==> src/rtl/uart_rx.sv <==
// 8N1 UART receiver: 2-flop input sync, centre sampling, framing check.
// Ports: clk, rst_n, rx_pin -> byte_received[7:0], rx_done, rx_busy, frame_err.
module uart_rx #(
  parameter int CLKS_PER_BIT = 16
) (
  input  logic       clk,
  input  logic       rst_n,
  input  logic       rx_pin,
  output logic [7:0] byte_received,
  output logic       rx_done,
  output logic       rx_busy,
  output logic       frame_err
);

  localparam int HALF_BIT = CLKS_PER_BIT / 2;
  localparam int CW = $clog2(CLKS_PER_BIT + 1);
  localparam logic [CW-1:0] HALF_LAST = CW'(HALF_BIT - 1);
  localparam logic [CW-1:0] BIT_LAST = CW'(CLKS_PER_BIT - 1);

  typedef enum logic [2:0] {
    IDLE,
    START,
    DATA,
    STOP,
    BREAK
  } state_t;

  state_t        state;
  logic          sync1;
  logic          rx_s;
  logic [7:0]    shreg;
  logic [CW-1:0] cnt;
  logic [2:0]    bit_idx;

  assign rx_busy = (state != IDLE);

  always_ff @(posedge clk or negedge rst_n) begin
    if (!rst_n) begin
      state         <= IDLE;
      sync1         <= 1'b1;
      rx_s          <= 1'b1;
      shreg         <= 8'h00;
      cnt           <= '0;
      bit_idx       <= 3'd0;
      byte_received <= 8'h00;
      rx_done       <= 1'b0;
      frame_err     <= 1'b0;
    end else begin
      sync1   <= rx_pin;
      rx_s    <= sync1;
      rx_done <= 1'b0;
      unique case (state)
        IDLE: begin
          cnt <= '0;
          if (!rx_s) state <= START;
        end
        START: begin
          if (cnt == HALF_LAST) begin
            cnt     <= '0;
            bit_idx <= 3'd0;
            // a start bit gone high by its centre is a glitch
            state   <= rx_s ? IDLE : DATA;
          end else begin
            cnt <= cnt + 1'b1;
          end
        end
        DATA: begin
          if (cnt == BIT_LAST) begin
            cnt     <= '0;
            shreg   <= {rx_s, shreg[7:1]};
            bit_idx <= bit_idx + 1'b1;
            if (bit_idx == 3'd7) state <= STOP;
          end else begin
            cnt <= cnt + 1'b1;
          end
        end
        STOP: begin
          if (cnt == BIT_LAST) begin
            cnt <= '0;
            if (rx_s) begin
              byte_received <= shreg;
              rx_done       <= 1'b1;
              frame_err     <= 1'b0;
              state         <= IDLE;
            end else begin
              frame_err <= 1'b1;
              state     <= BREAK;
            end
          end else begin
            cnt <= cnt + 1'b1;
          end
        end
        BREAK: begin
          // hold off until the line idles so a break is not a start bit
          cnt <= '0;
          if (rx_s) state <= IDLE;
        end
        default: state <= IDLE;
      endcase
    end
  end

endmodule
==> config.mk <==
export PLATFORM = sky130hd
export DESIGN_NAME = uart_rx
export DESIGN_NICKNAME = d
export VERILOG_FILES = /design/src/rtl/uart_rx.sv
export SDC_FILE = /design/constraint.sdc
export NUM_CORES = 1
export LEC_CHECK = 0
export CAP_MARGIN = 20
export CORE_MARGIN = 2
export CORE_UTILIZATION = 37
export CTS_BUF_LIST = sky130_fd_sc_hd__clkbuf_8
export CTS_CLUSTER_SIZE = 28
export DETAILED_ROUTE_END_ITERATION = 8
export DONT_BUFFER_PORTS = 1
export PLACE_DENSITY = 0.61
export SYNTH_ARGS = -nofsm -noshare
export SYNTH_HDL_FRONTEND = slang
export SYNTH_SLANG_ARGS = --single-unit
==> constraint.sdc <==
create_clock -name clk -period 2.7 [get_ports clk]
set_clock_uncertainty 0.1 [all_clocks]
set_input_delay 0.81 -clock clk [delete_from_list [all_inputs] [get_ports clk]]
set_output_delay 0.81 -clock clk [all_outputs]
set_load 0.02 [all_outputs]
==> key figures <==
Worst setup path
  • Worst r2r dst: bit_idx[0]$_DFFE_PN0P_
  • Crit-path cells: nor2_1 > nand2_1
  • CP max stage cell: dfrtp_1
  • Setup crit end: rx_busy
  • CP Capture Type: primary output
  • CP required: 1.79 ns
  • CP startpoint kind: register
  • CP startpoint: state[1]$_DFFE_PN0P_
  • Reg2Reg Setup Slack: 0.59 ns
  • R2r startpoint: cnt[0]$_DFFE_PN0P_
  • Critical path class: reg -> out
  • CP Data Arrival Time: 1.38 ns
  • CP max FO: 14
  • Worst r2r path cells: 8
  • Max incr delay on CP: 0.54 ns

Power and ir drop
  • Sw frac: 0.264
  • Pleak: 0.743 nW
  • Switching power: 0.000354 W
  • Comb power frac: 0.145
  • Internal power: 0.000987 W
  • Clock power frac: 0.400
  • Sequential power share: 0.456
  • VDD IR max: 0.359 mV
  • Power density cells: 861 nW/µm²

Drt
  • Post-DR vias/cell: 5.16
  • Total Wirelength: 2.27 mm
  • Drt drc: 0
  • First-pass detailed-route iteration total: 4
  • DRT iter0 DRCs: 15
  • Via count: 836
  • Final ANT Viol Nets: 0
  • WL/cell: 14.0 µm

Die
  • # IOs: 14
  • Die width: 65.0 µm
  • Die area: 4230 µm²
  • Initial Util: 0.379
  • FP Rows: 22
  • Die height: 65.0 µm
  • Total core area: 3630 µm²

Hold path
  • Hold Crit Class: in -> async

Finish
  • Synth-to-layout area growth: 12.9%
  • Ant. Diodes: 0
  • Layout net count: 122
  • Share of layout cells above drive strength 1: 0.254
  • Post-layout util: 0.428

Yosys
  • Yosys top cell area share: 0.526
  • Sequential element share of the synthesized area: 0.564
  • Cell variety after synth: 29
  • Syn avg cell area: 12.6 µm²
  • Seq cells post-synth: 31
  • Dominant cell type by area after synthesis: dfrtp_1
  • Area contributors post-synth: dfrtp_1, mux2_2, ha_1
  • Cell area after synthesis: 1380 µm²
  • Most numerous cell in the Yosys netlist: dfrtp_1
  • Synth Instances: 109
  • Ys async rst share: 1.00
  • Synth cell count leaders: dfrtp_1, mux2_2, nand2_1
  • Yosys warning total: 0
  • Main flop type after synthesis: dfrtp_1
  • Post-synth EDFFs: 0
  • Post-synth net total: 118

STA
  • RSZ-0062 raised after global routing: no
  • Max Freq: 437 MHz
  • Final hold viol count: 0
  • Slew HR: 0.712
  • Setup total negative slack: 0 ns
  • Setup violations, final: 0
  • Final min period: 2.29 ns
  • Final period util: 0.847
  • Worst slew pin tran: 0.432 ns
  • Max-slew violations: 0

Clocking
  • Root Buffer: clkbuf_8
  • H-tree depth: 2
  • CTS Sinks: 31
  • CTS tree: built
  • Post-CTS Setup Bufs: 0
  • Clk buf depth: 2
  • Post-CTS Hold Fix Bufs: 0
  • Worst skew pair latency: 0.28 ns
  • CTS-repair resized insts: 0
  • Reg clk slew, reported paths: 0.06 ns
  • CTS Buf Count: 5

Status
  • Status: finished, final reports clean

GRT
  • Number of global-route vias before repair: 895
  • GRT Total Usage: 0.130
  • Grt ovf: 0
  • Largest net degree at the start of global routing: 32
  • Antenna violations before repair: 0
  • First-pass GRT wire length: 4.15 mm

Placed design
  • PortBufs: 0
  • Routability Congestion: 0.715
  • Post-DP HPWL: 1.56 mm

Flow run
  • Max-Cap Viols: 0
sequential cells by signal, summed over array words and instances (netlist names):
signal,count
byte_received,8
bit_idx,3
sync1,1
state,3
rx_done,1
cnt,5
rx_s,1
frame_err,1
shreg,8
final cells by class:
type | count | area, µm²
Clock inverter | 3 | 63.8
Multi-Input combinational cell | 68 | 556
Timing Repair Buffer | 1 | 7.51
Tap cell | 48 | 60.1
Sequential cell | 31 | 778
Fill cell | 354 | 2080
Inverter | 6 | 22.5
Clock buffer | 5 | 68.8
power by group through the flow:
stage | Clock [W] | Combinational (W) | Sequential, W
2_1_floorplan | 0 | 0.000203 | 0.000574
3_3_place_gp | 0 | 0.000191 | 0.000615
3_5_place_dp | 0 | 0.000195 | 0.000622
4_1_cts | 0.000551 | 0.000197 | 0.000612
5_1_grt | 0.000568 | 0.000222 | 0.000625
6_report | 0.000536 | 0.000194 | 0.000611
metrics by stage:
step / total power, W / instance area [µm²] / cells / worst slack (ns) / hold slack [ns]
floorplan: 0.000777 / 1380 / 109 / 0.636 / 0.245
global placement: 0.000806 / 1420 / 154 / 0.675 / 0.246
global route: 0.00142 / 1560 / 162 / 0.323 / 0.0990
finish: 0.00134 / 1560 / 162 / 0.412 / 0.118
detailed placement: 0.000817 / 1420 / 154 / 0.618 / 0.249
CTS: 0.00136 / 1560 / 162 / 0.403 / 0.104
worst min-delay path by stage:
stage / to / slack, ns / depth (start not counted)
finish: cnt[1]$_DFFE_PN0P_ / 0.12 / 0
global route: cnt[1]$_DFFE_PN0P_ / 0.1 / 0
CTS: cnt[1]$_DFFE_PN0P_ / 0.10 / 0
detailed placement: rx_s$_DFF_PN1_ / 0.25 / 0
global placement: rx_s$_DFF_PN1_ / 0.25 / 0
floorplan: rx_s$_DFF_PN1_ / 0.25 / 0
per-layer routing:
layer	share of wire	routed length [µm]	vias to the layer above	GRT usage
met1	0.46	1050	426	0.159
met5	0	0	-	0
met3	0.050	113	4	0.0469
li1	-	-	392	-
met4	0.020	46	0	0.0625
met2	0.47	1060	14	0.205
critical path: cells and delay by family, from the launching register on:
kind / cells / cell delay (ns)
flip-flops: 1 / 0.54
AND/OR/NAND/NOR: 2 / 0.56
layout by cell type, fill, tap and decap left out, drive strengths merged:
cell,n
clkbuf,5
o211ai,1
nand4,1
inv,7
a31oi,1
and2b,1
o21ai,2
mux4,1
and4bb,1
nand3,2
a21oi,4
dfrtp,29
or3,2
and3,1
o31ai,1
nor4bb,1
buf,1
a22o,2
a221oi,1
mux2i,1
bufinv,2
or3b,1
dfstp,2
nor3,2
mux2,17
o32a,1
nor2,6
a22oi,2
nand2,10
ha,6
logic make-up (layout without fill, tap and decap cells):
family	Yosys count	count (layout)	synth area share
DFF	31	31	0.564
buffers and inverters	10	15	0.0327
muxes	19	19	0.165
AOI/OAI and AO/OA	15	15	0.0744
adders and majority gates	6	6	0.0544
and+or+nand+nor	28	28	0.109
Power figures use the tool's default switching activity.
